**config.mk**
```make
export PLATFORM = sky130hd
export DESIGN_NAME = hazard_ctrl
export DESIGN_NICKNAME = d
export VERILOG_FILES = /design/src/rtl/hazard_ctrl.sv
export SDC_FILE = /design/constraint.sdc
export NUM_CORES = 1
export LEC_CHECK = 0
export BUFFER_PORTS_ARGS = -buffer_cell sky130_fd_sc_hd__buf_2
export CAP_MARGIN = 0
export CORE_UTILIZATION = 59
export CTS_BUF_LIST = sky130_fd_sc_hd__clkbuf_8
export DETAILED_ROUTE_END_ITERATION = 7
export PLACE_DENSITY_LB_ADDON = 0.3
export SYNTH_ARGS = -nofsm -noshare
export SYNTH_HDL_FRONTEND = slang
export SYNTH_SLANG_ARGS = --single-unit
```
**constraint.sdc**
```tcl
create_clock -name clk -period 4.6 [get_ports clk]
set_clock_uncertainty 0.1 [all_clocks]
set_input_delay 0.23 -clock clk [delete_from_list [all_inputs] [get_ports clk]]
set_output_delay 0.23 -clock clk [all_outputs]
set_load 0.03 [all_outputs]
```
**src/rtl/hazard_ctrl.sv**
```systemverilog
`default_nettype none
// ============================================================================
// Module      : hazard_ctrl
// Description : Pipeline hazard controller for the register stage.
//               Tracks the func- and data-stage occupants in shadow registers,
//               selects operand forwarding sources, detects load-use hazards
//               (one-cycle stall plus a func bubble), and sequences multi-cycle
//               FPU operations through a RUN / FPU_BUSY state machine.
//               Also counts stalled cycles with saturation.
// Ports       : clk, rst (async, active-low)
//               issue_*      register-stage instruction description
//               stall_front  hold pc and inst->reg
//               hold_func    hold reg->func
//               bubble_func  NOP into reg->func
//               bubble_data  NOP into func->data
//               fwd_a_sel / fwd_b_sel  00 regfile, 01 func result, 10 data result
//               fpu_busy     multi-cycle FPU op occupies func
//               stall_cycles saturating count of stall_front cycles
// Revision    : 1.0  initial release
// ============================================================================
module hazard_ctrl #(
    parameter int FPU_LAT = 3
) (
    input  logic        clk,
    input  logic        rst,
    input  logic        issue_valid,
    input  logic        issue_rs_a_en,
    input  logic        issue_rs_b_en,
    input  logic [4:0]  issue_rs_a_addr,
    input  logic [4:0]  issue_rs_b_addr,
    input  logic        issue_rd_en,
    input  logic [4:0]  issue_rd_addr,
    input  logic        issue_is_load,
    input  logic        issue_use_fpu,
    output logic        stall_front,
    output logic        hold_func,
    output logic        bubble_func,
    output logic        bubble_data,
    output logic [1:0]  fwd_a_sel,
    output logic [1:0]  fwd_b_sel,
    output logic        fpu_busy,
    output logic [15:0] stall_cycles
);

    localparam logic [0:0] c_ST_RUN      = 1'b0;
    localparam logic [0:0] c_ST_FPU_BUSY = 1'b1;
    // Busy cycles after the issuing cycle; the op spends one cycle in func
    // as it advances, so FPU_LAT-1 further cycles remain.
    localparam logic [3:0] c_CNT_LOAD    = 4'(FPU_LAT - 1);
    localparam logic       c_FPU_MULTI   = (FPU_LAT > 1);
    localparam logic [15:0] c_SAT        = 16'hFFFF;

    logic [0:0]  r_state;
    logic [3:0]  r_cnt;

    // Func-stage occupant shadow
    logic        r_f_valid;
    logic        r_f_rd_en;
    logic [4:0]  r_f_rd_addr;
    logic        r_f_is_load;

    // Data-stage occupant shadow
    logic        r_d_valid;
    logic        r_d_rd_en;
    logic [4:0]  r_d_rd_addr;

    logic [15:0] r_stall_cycles;

    logic        w_busy;
    logic        w_fa_hit;
    logic        w_fb_hit;
    logic        w_da_hit;
    logic        w_db_hit;
    logic        w_load_use;
    logic        w_stall;
    logic        w_fpu_start;

    assign w_busy = (r_state == c_ST_FPU_BUSY);

    // Register 0 is an ordinary register here, so no zero-address exclusion.
    assign w_fa_hit = issue_valid & issue_rs_a_en & r_f_valid & r_f_rd_en &
                      (issue_rs_a_addr == r_f_rd_addr);
    assign w_fb_hit = issue_valid & issue_rs_b_en & r_f_valid & r_f_rd_en &
                      (issue_rs_b_addr == r_f_rd_addr);
    assign w_da_hit = issue_valid & issue_rs_a_en & r_d_valid & r_d_rd_en &
                      (issue_rs_a_addr == r_d_rd_addr);
    assign w_db_hit = issue_valid & issue_rs_b_en & r_d_valid & r_d_rd_en &
                      (issue_rs_b_addr == r_d_rd_addr);

    // A load's data is not ready in func; the consumer waits one cycle and
    // then picks the value up from the data stage. While the FPU holds the
    // pipe the check is meaningless and is redone on the first RUN cycle.
    assign w_load_use  = ~w_busy & r_f_is_load & (w_fa_hit | w_fb_hit);
    assign w_stall     = w_busy | w_load_use;
    assign w_fpu_start = issue_valid & issue_use_fpu & ~w_load_use & c_FPU_MULTI;

    // Func result is only forwardable when it is not a pending load; in that
    // case an older data-stage match is still a valid source.
    always_comb begin
        fwd_a_sel = 2'b00;
        if (w_fa_hit && !r_f_is_load) begin
            fwd_a_sel = 2'b01;
        end else if (w_da_hit) begin
            fwd_a_sel = 2'b10;
        end
    end

    always_comb begin
        fwd_b_sel = 2'b00;
        if (w_fb_hit && !r_f_is_load) begin
            fwd_b_sel = 2'b01;
        end else if (w_db_hit) begin
            fwd_b_sel = 2'b10;
        end
    end

    assign stall_front  = w_stall;
    assign bubble_func  = w_load_use;
    assign hold_func    = w_busy;
    assign bubble_data  = w_busy;
    assign fpu_busy     = w_busy;
    assign stall_cycles = r_stall_cycles;

    always_ff @(posedge clk or negedge rst) begin
        if (!rst) begin
            r_state        <= c_ST_RUN;
            r_cnt          <= 4'd0;
            r_f_valid      <= 1'b0;
            r_f_rd_en      <= 1'b0;
            r_f_rd_addr    <= 5'd0;
            r_f_is_load    <= 1'b0;
            r_d_valid      <= 1'b0;
            r_d_rd_en      <= 1'b0;
            r_d_rd_addr    <= 5'd0;
            r_stall_cycles <= 16'd0;
        end else begin
            if (r_state == c_ST_RUN) begin
                r_f_valid   <= issue_valid & ~w_load_use;
                r_f_rd_en   <= issue_rd_en;
                r_f_rd_addr <= issue_rd_addr;
                r_f_is_load <= issue_is_load;
                r_d_valid   <= r_f_valid;
                r_d_rd_en   <= r_f_rd_en;
                r_d_rd_addr <= r_f_rd_addr;
                if (w_fpu_start) begin
                    r_state <= c_ST_FPU_BUSY;
                    r_cnt   <= c_CNT_LOAD;
                end
            end else begin
                // Func occupant stays put; nothing new reaches data.
                r_d_valid <= 1'b0;
                r_cnt     <= r_cnt - 4'd1;
                if (r_cnt == 4'd1) begin
                    r_state <= c_ST_RUN;
                end
            end

            if (w_stall && (r_stall_cycles != c_SAT)) begin
                r_stall_cycles <= r_stall_cycles + 16'd1;
            end
        end
    end

endmodule
`default_nettype wire

```
## Word-level counts from Yosys, hierarchy flattened

Index checks and enable logic that the tools add are counted.

| word-level totals | value |
|---|---|
| register bits after elaboration | 36 |
| input port bits | 23 |
| output and inout bits | 25 |
| logic and storage cells | 56 |

| operators by class | value |
|---|---|
| add/sub/neg operators | 2 |
| equal/unequal tests | 6 |
| multiplexer cells | 10 |
| bitwise gates (word level) | 23 |
| reduce and logical (&&, ||, !) cells | 5 |

Operators by type and width:

| cell | count |
|---|---|
| $eq 5x5->1 | 4 |
| $and 1x1->1 | 19 |
| $add 16x1->16 const B | 1 |
| $ne 16x16->1 const B | 1 |
| $mux 2 | 4 |
| $mux 4 | 2 |
| $eq 4x1->1 const B | 1 |
| $mux 1 | 4 |
| $sub 4x1->4 const B | 1 |
| $logic_and 1x1->1 | 3 |
| $not 1->1 | 2 |
| $or 1x1->1 | 2 |
| $reduce_bool 2->1 | 1 |
| $logic_not 1->1 | 1 |

## Depth between registers and ports, before layout

Gate-level depths: netlist of the first run.

| logic depth | value |
|---|---|
| word-level depth | 10 |
| mapped depth | 6 |
| gate-level depth less buffers | 5 |

## Worst setup path before layout of the first run

No wires, ideal clock.

| timing | value |
|---|---|
| kind | register -> output |
| start point | register r_f_rd_addr[3] |
| end point | output port fwd_b_sel[1] |
| data arrival time | 2.018 ns |
| data required time | 4.270 ns |
| path slack | 2.252 ns |
| stages on the path, launching flop included | 6 |
| buffers on the path | 0 |
| cells stage by stage | dfrtp_1 > xor2_1 > nor2_1 > nand4_1 > nor2_1 > nor4_1 |

| on the way | value |
|---|---|
| word-level cells in the longest chain between the ends | 4 |

RTL lines:

| item | RTL line | text |
|---|---|---|
| start, declared | 59 | `logic [4:0] r_f_rd_addr;` |
| start signal, assigned | 140 | `r_f_rd_addr <= issue_rd_addr;` |
| $eq 5x5->1 | 84 | `(issue_rs_b_addr == r_f_rd_addr);` |
| $and 1x1->1 | 83 | `assign w_fb_hit = issue_valid & issue_rs_b_en & r_f_valid & r_f_rd_en &` |
| $logic_and 1x1->1 | 110 | `if (w_fb_hit && !r_f_is_load) begin` |
| $mux 2 | 110 |  |
| end, declared | 40 | `output logic [1:0] fwd_b_sel,` |

No other way between the ends.

## Final worst setup path of the first run

| timing | value |
|---|---|
| start point | register r_f_rd_addr[4] |
| end point | output port stall_front |

| on the way | value |
|---|---|
| word-level cells in the longest chain between the ends | 5 |
| elaborated cells between the ends (all ways) | 7 |
| classes of those cells | eq/ne (2); bitwise (5) |

RTL lines:

| item | RTL line | text |
|---|---|---|
| $eq 5x5->1 (on tied branches) | 82, 84 |  |
| $and 1x1->1 (on tied branches) | 81, 83 |  |
| $or 1x1->1 (*) | 93 | `assign w_load_use = ~w_busy & r_f_is_load & (w_fa_hit \| w_fb_hit);` |
| $and 1x1->1 (*) | 93 |  |
| $or 1x1->1 (*) | 94 | `assign w_stall = w_busy \| w_load_use;` |
| end, declared | 35 | `output logic stall_front,` |

Every way passes the cells marked *; elsewhere a longest branch is shown, timed or not.

==> results of run 1 <==
[critical path, stage by stage (launching register included)]
cell and delay, ps:
dfrtp_1 430, xor2_1 340, nor4b_4 110, a221oi_4 630, inv_1 80, buf_2 200
[through the flow]
stage | instances | hold WS (ps) | cell area, sq um | worst slack, ps | total power (W)
floorplan | 176 | -165.6 | 1988 | 2252 | 0.001023
global placement | 262 | 242.5 | 2257 | 2480 | 0.001132
detailed placement | 262 | 251.2 | 2257 | 2419 | 0.001169
CTS | 271 | 63.17 | 2361 | 2167 | 0.001407
global route | 271 | 63.17 | 2361 | 2047 | 0.001489
finish | 271 | 70.10 | 2361 | 2188 | 0.001399
[kinds of logic (layout without fill, tap and decap cells)]
| family | count (synthesis) | count (layout) | share of synthesized area [%] |
|---|---|---|---|
| flops | 36 | 36 | 45.31 |
| simple gates | 66 | 66 | 21.84 |
| xor+xnor | 33 | 33 | 14.54 |
| fa+ha+maj | 3 | 3 | 1.888 |
| mux | 17 | 17 | 9.629 |
| buf+inv | 13 | 64 | 2.958 |
| compound gates | 8 | 8 | 3.839 |
[synth_stat cells (2+ instances only)]
library cell	instances	area, sq um
o21ai_0	3	15.01
nor4b_1	2	17.52
xor2_1	18	157.7
clkbuf_1	3	11.26
nor3b_1	2	15.01
nor4b_4	2	47.55
and3_1	4	25.02
nor3_1	8	40.04
xnor2_1	15	131.4
nor4_1	3	18.77
ha_1	3	37.54
nor4_2	2	25.02
mux2_2	17	191.4
dfrtp_1	36	900.9
buf_4	2	15.01
nor2_1	6	22.52
nand2_1	5	18.77
nand3_1	9	45.04
inv_1	6	22.52
nand4_1	9	56.30
nand3b_1	4	30.03
nor2b_1	5	31.28
buf_2	2	10.01
[power groups by stage]
| stage | clock, W | sequential, W | combinational [W] |
|---|---|---|---|
| after floorplan | 0 | 0.000618 | 0.000404 |
| after global placement | 0 | 0.000561 | 0.000571 |
| after detailed placement | 0 | 0.000576 | 0.000593 |
| after CTS | 0.000237 | 0.000571 | 0.000599 |
| after global routing | 0.000250 | 0.000592 | 0.000647 |
| final | 0.000231 | 0.000573 | 0.000595 |
[area by class of cell]
type / count / area share (%)
flip-flops and latches: 36 / 38.16
inverters: 6 / 0.9539
well taps: 44 / 2.332
repair buffers: 50 / 11.02
clock inverters: 2 / 0.4769
multi-input cells: 127 / 43.56
clock buffers: 6 / 3.498
[worst min-delay path by stage]
| stage | start | endpoint | slack (ps) | cells past startpoint |
|---|---|---|---|---|
| finish | issue_rd_en | r_f_rd_en | 70 | 2 |
| global route | issue_is_load | r_f_is_load | 60 | 2 |
| CTS | issue_rd_addr[3] | r_f_rd_addr[3] | 60 | 2 |
| detailed placement | rst | r_d_rd_addr[0] | 250 | 1 |
| global placement | rst | r_d_rd_addr[0] | 240 | 1 |
| floorplan | rst | bubble_data | -170 | 0 |
[layer usage]
metal | part of all wire [%] | GRT usage, %
met1 | 42 | 30.42
met2 | 51 | 43.81
met3 | 4.9 | 8.009
met4 | 1.8 | 9.967
met5 | 0 | 0
[sequential cells by signal, summed over array words and instances, names as in the netlist]
signal / cells
stall_cycles: 16
r_d_rd_addr: 5
r_f_rd_addr: 5
r_cnt: 4
bubble_data: 1
r_d_rd_en: 1
r_d_valid: 1
r_f_is_load: 1
r_f_rd_en: 1
r_f_valid: 1
==> qor.csv, run 1 <==
stage;metric;value;unit
clock_tree;TritonCTS clock tree;done;
sta;final count of hold timing violations;0;
synthesis;Synth Area per Inst;11.30;sq um
grt;initial antenna violation count;0;
clock_tree;CTS Hold Buffers Added;1;
power_and_ir_drop;Logic pwr share;42.5;%
clock_tree;Longest Clk Path Bufs;2;
layout;most frequent cells in the layout;buf_2 (47), dfrtp_1 (36), xor2_1 (18), mux2_2 (17), xnor2_1 (15);
floorplan;Core Area;3128;sq um
critical_path;crit path from;r_f_rd_addr[4];
sta;Final Max Tran Viols;0;
layout;area of the multi-input gates;1028;sq um
critical_path;worst setup path class;register to output pin;
sta;pin slew with the least headroom to its limit;779.0;ps
layout;share of cells above drive strength 1;34.80;%
clock_tree;# resized after CTS;0;
routing;DR WL/cell;14.79;microns
floorplan;row count;20;
synthesis;Unique masters post-synth;33;
routing;antenna-violating nets left;0;
clock_tree;Worst-path clk slew;70;ps
grt;GRT overflow;0;
grt;vias in the first global route;1505;
power_and_ir_drop;Power Dens Cells;592.6;nW/um^2
hold_path;HP Class;input port to register;
critical_path;Crit Path Max Fanout;16;
flow_run;Max Cap Viol;0;
layout;most common cell after layout, fill and taps aside;buf_2;
routing;via density per instance;5.576;
routing;WL final;4008;microns
critical_path;Setup crit end;stall_front;
synthesis;FF+latch count, synth;36;
layout;Seq. cell area;900.9;sq um
clock_tree;clk_lat worst skew;290;ps
grt;maximum number of pins on one net before global-route repair;37;
sta;final period utilization;52.44;%
synthesis;Post-synth top flop;dfrtp_1;
floorplan;DIE AREA;3606;sq um
layout;final core occ;75.48;%
critical_path;FF-to-FF setup slack;2350;ps
routing;1st-iter DRT viols;72;
synthesis;register area share after synthesis;45.31;%
synthesis;Net Count, Synth;202;
critical_path;Critical Path RT;4270;ps
critical_path;Reg-to-Reg Start;r_f_rd_addr[4];
power_and_ir_drop;Internal;0.0008293;W
power_and_ir_drop;switching power;0.0005699;W
layout;fin nets;252;
routing;First-pass DRT Iterations;4;
routing;via count;1511;
power_and_ir_drop;VDD IR max;0.0004173;V
floorplan;IO Pins;48;
run_status;status;finished clean;
synthesis;post-synthesis instance total;176;
power_and_ir_drop;switch share;40.73;%
sta;RSZ-0062 raised after global routing;no;
clock_tree;H-tree Lvls;2;
floorplan;Starting Density;63.56;%
critical_path;CP arrival;2080;ps
synthesis;Async SR Flop Fraction;100.0;%
critical_path;RR Endpoint;stall_cycles[14];
sta;final setup violation count;0;
sta;Final min period;2412;ps
synthesis;Cell Area, Synth;1988;sq um
clock_tree;Clock Root Buffer;clkbuf_8;
place;HPWL after DPL;2919;microns
clock_tree;cts bufs inserted;5;
grt;GRT Util Overall;25.81;%
layout;diode count;0;
layout;Syn-to-layout area delta;18.75;%
power_and_ir_drop;Pleak;1.116;nW
sta;Setup TNS;0;ps
grt;first-pass GRT wire length;6706;microns
critical_path;endpoint class of the critical path;output pin;
layout;FILL cells;223;
clock_tree;# Post-CTS Setup Buffers;0;
place;GP Congestion;0.7734;
synthesis;number of synthesized flops with an enable pin;0;
floorplan;Die Wd;60.05;microns
power_and_ir_drop;clock power share;16.5;%
critical_path;Worst setup SP type;register;
critical_path;R2R depth;5;
sta;Relative slew margins;48.06;%
synthesis;Ys Warns;0;
place;buffers added on ports;47;
floorplan;Die H;60.05;microns
power_and_ir_drop;sequential fraction of design power;41.0;%
sta;fmax;414.5;MHz
clock_tree;clock sink total;36;
routing;# DRC;0;
No activity file was read; power rests on OpenSTA's default activity.
==> run 2: changes to the inputs <==
CORE_UTILIZATION = 50   (was 59)
clock period = 2.1 ns   (was 4.6 ns; I/O delays follow)
==> run 2 against run 1 <==
  * The flow now finishes with violations (negative setup slack)
  * Die area rose by 17%
  * Combinational power rose to 2.8 times the previous value
  * Total power rose by 140%
  * First-iteration DRC count rose by 17%
  * Wire length rose by 14%
  * Global-route usage fell by 2.1 points
  * Critical path depth rose by 1
  * Largest power group unchanged
==> qor.csv, run 2 (same netlist as run 1, synthesis figures left out) <==
stage;metric;value;unit
routing;# DRC;0;
layout;share of cells above drive strength 1;49.42;%
clock_tree;cts bufs inserted;5;
power_and_ir_drop;VDD IR max;0.0007669;V
clock_tree;Longest Clk Path Bufs;2;
power_and_ir_drop;final total power;0.003379;W
place;GP Congestion;0.8471;
place;Cell Area, Placed;2395;sq um
place;HPWL after DPL;3066;microns
floorplan;Core Area;3744;sq um
layout;fin nets;283;
routing;First-pass DRT Iterations;4;
grt;GRT Util Overall;23.70;%
grt;initial antenna violation count;0;
grt;first-pass GRT wire length;7541;microns
layout;FILL cells;245;
critical_path;slowest CP cell;or4b_4;
layout;most frequent cells in the layout;buf_2 (47), dfrtp_1 (33), buf_4 (23), mux2_2 (16), xor2_1 (14);
sta;Final min period;2148;ps
critical_path;Crit Path Max Fanout;5;
hold_path;HP Class;input port to register;
floorplan;Die Wd;65.06;microns
critical_path;CP bufs+invs;1;
power_and_ir_drop;Power Dens Cells;1205;nW/um^2
layout;most common cell after layout, fill and taps aside;buf_2;
sta;RSZ-0062 raised after global routing;yes;
layout;diode count;0;
routing;DR WL/cell;14.98;microns
critical_path;R2R depth;6;
floorplan;DIE AREA;4233;sq um
place;buffers added on ports;47;
critical_path;CP arrival;2230;ps
sta;Relative slew margins;47.25;%
layout;Design Area, Final;2804;sq um
routing;antenna-violating nets left;0;
grt;GRT overflow;0;
sta;final count of hold timing violations;0;
clock_tree;TritonCTS clock tree;done;
place;Cells after DPL;282;
sta;setup slack after layout;-47.57;ps
floorplan;Die H;65.06;microns
routing;via density per instance;5.361;
clock_tree;clock sink total;36;
hold_path;end point of the worst hold path;r_cnt[3];
hold_path;Worst Hold Depth;4;
sta;pin slew with the least headroom to its limit;791.3;ps
sta;final period utilization;102.3;%
routing;1st-iter DRT viols;84;
floorplan;Starting Density;53.11;%
sta;final setup violation count;1;
layout;Syn-to-layout area delta;41.03;%
run_status;violated checks;negative setup slack;
sta;Final Max Tran Viols;0;
critical_path;worst setup path class;register to register;
critical_path;endpoint class of the critical path;register;
critical_path;crit-path max cell delay;500;ps
critical_path;FF-to-FF setup slack;-50;ps
flow_run;Max Cap Viol;0;
grt;maximum number of pins on one net before global-route repair;37;
floorplan;row count;22;
sta;fmax;465.6;MHz
critical_path;RR Endpoint;stall_cycles[11];
clock_tree;clk_lat worst skew;290;ps
sta;Setup TNS;-47.57;ps
hold_path;critical hold path startpoint;issue_use_fpu;
clock_tree;H-tree Lvls;2;
routing;WL final;4570;microns
routing;via count;1635;
floorplan;IO Pins;48;
critical_path;Worst setup SP type;register;
clock_tree;Clock Root Buffer;clkbuf_8;
layout;final cell count without fillers;305;
run_status;status;finished, violations left;
critical_path;critical-path cell list;xor2_4 -> nor4b_4 -> a221oi_4 -> buf_6 -> or4b_4 -> xnor2_2;
critical_path;Reg-to-Reg Start;r_f_rd_addr[2];
grt;vias in the first global route;1688;
clock_tree;Worst-path clk slew;70;ps
power_and_ir_drop;Pleak;1.304;nW
layout;max reg flops;16;
critical_path;cell family with most CP delay;simple AND/OR/NAND/NOR gates;
critical_path;Critical Path RT;2180;ps
## run 2: changes by cell type in the layout (fill, tap and decap cells not counted), moves of 4 or more
cell	delta
buf_4	+21
xor2_1	-4
nor3_2	+4
dlygate4sd3_1	+7
nor3_1	-5
## run 2: final cells by class
| type | instances | area (sq um) | area share [%] |
|---|---|---|---|
| repair buffers | 81 | 521.8 | 18.61 |
| well taps | 48 | 60.06 | 2.142 |
| flip-flops and latches | 36 | 904.6 | 32.26 |
| clock buffers | 5 | 68.82 | 2.454 |
| clock inverters | 2 | 8.758 | 0.3124 |
| multi-input cells | 127 | 1215 | 43.33 |
| inverters | 6 | 25.02 | 0.8925 |
## run 2: stage by stage
| stage | hold slack (ps) | utilization, % | setup slack, ps |
|---|---|---|---|
| 3_3_place_gp | 134.1 | 63.97 | 41.15 |
| 4_1_cts | 74.51 | 71.22 | 3.440 |
| 6_report | 82.30 | 74.90 | -47.57 |
| 3_5_place_dp | 137.1 | 63.97 | -5.033 |
| 5_1_grt | 126.4 | 74.90 | -111.9 |
| 2_1_floorplan | -290.6 | - | 69.36 |
## run 2: how the worst max path moves through the flow
stage	from	depth (start not counted)	endpoint
after CTS	r_f_rd_addr[2]	7	stall_front
after global placement	r_f_rd_addr[3]	5	stall_cycles[14]
after floorplan	stall_cycles[3]	6	stall_cycles[9]
after global routing	r_f_rd_addr[2]	6	stall_cycles[11]
final	r_f_rd_addr[2]	6	stall_cycles[11]
after detailed placement	r_f_rd_addr[2]	5	stall_cycles[14]
## run 2: routing by layer
| layer | global-route usage [%] | vias to the layer above | wire length [microns] |
|---|---|---|---|
| li1 | - | 783 | - |
| met1 | 27.89 | 795 | 1963 |
| met2 | 42.19 | 51 | 2340 |
| met3 | 4.930 | 6 | 215 |
| met4 | 8.696 | 0 | 51 |
| met5 | 0 | - | 0 |
## run 2: what timing repair did
action	CTS	global route
setup buffers	5	2
hold buffers	8	0
endpoints found under the setup margin	4	17
pin swaps	7	8
cloned	1	0
hold endpoints to repair	43	0
gates resized for setup	14	22
## run 2: power by group
part | switching (W) | internal [W]
registers | 0.000290 | 0.000968
clock network | 0.000238 | 0.000220
logic | 0.000829 | 0.000834
## run 2: worst reg2reg max path: stages (launching register included)
cell	delay, ps
dfrtp_2	470
xor2_4	180
nor4b_4	330
a221oi_4	140
buf_6	160
or4b_4	500
xnor2_2	150
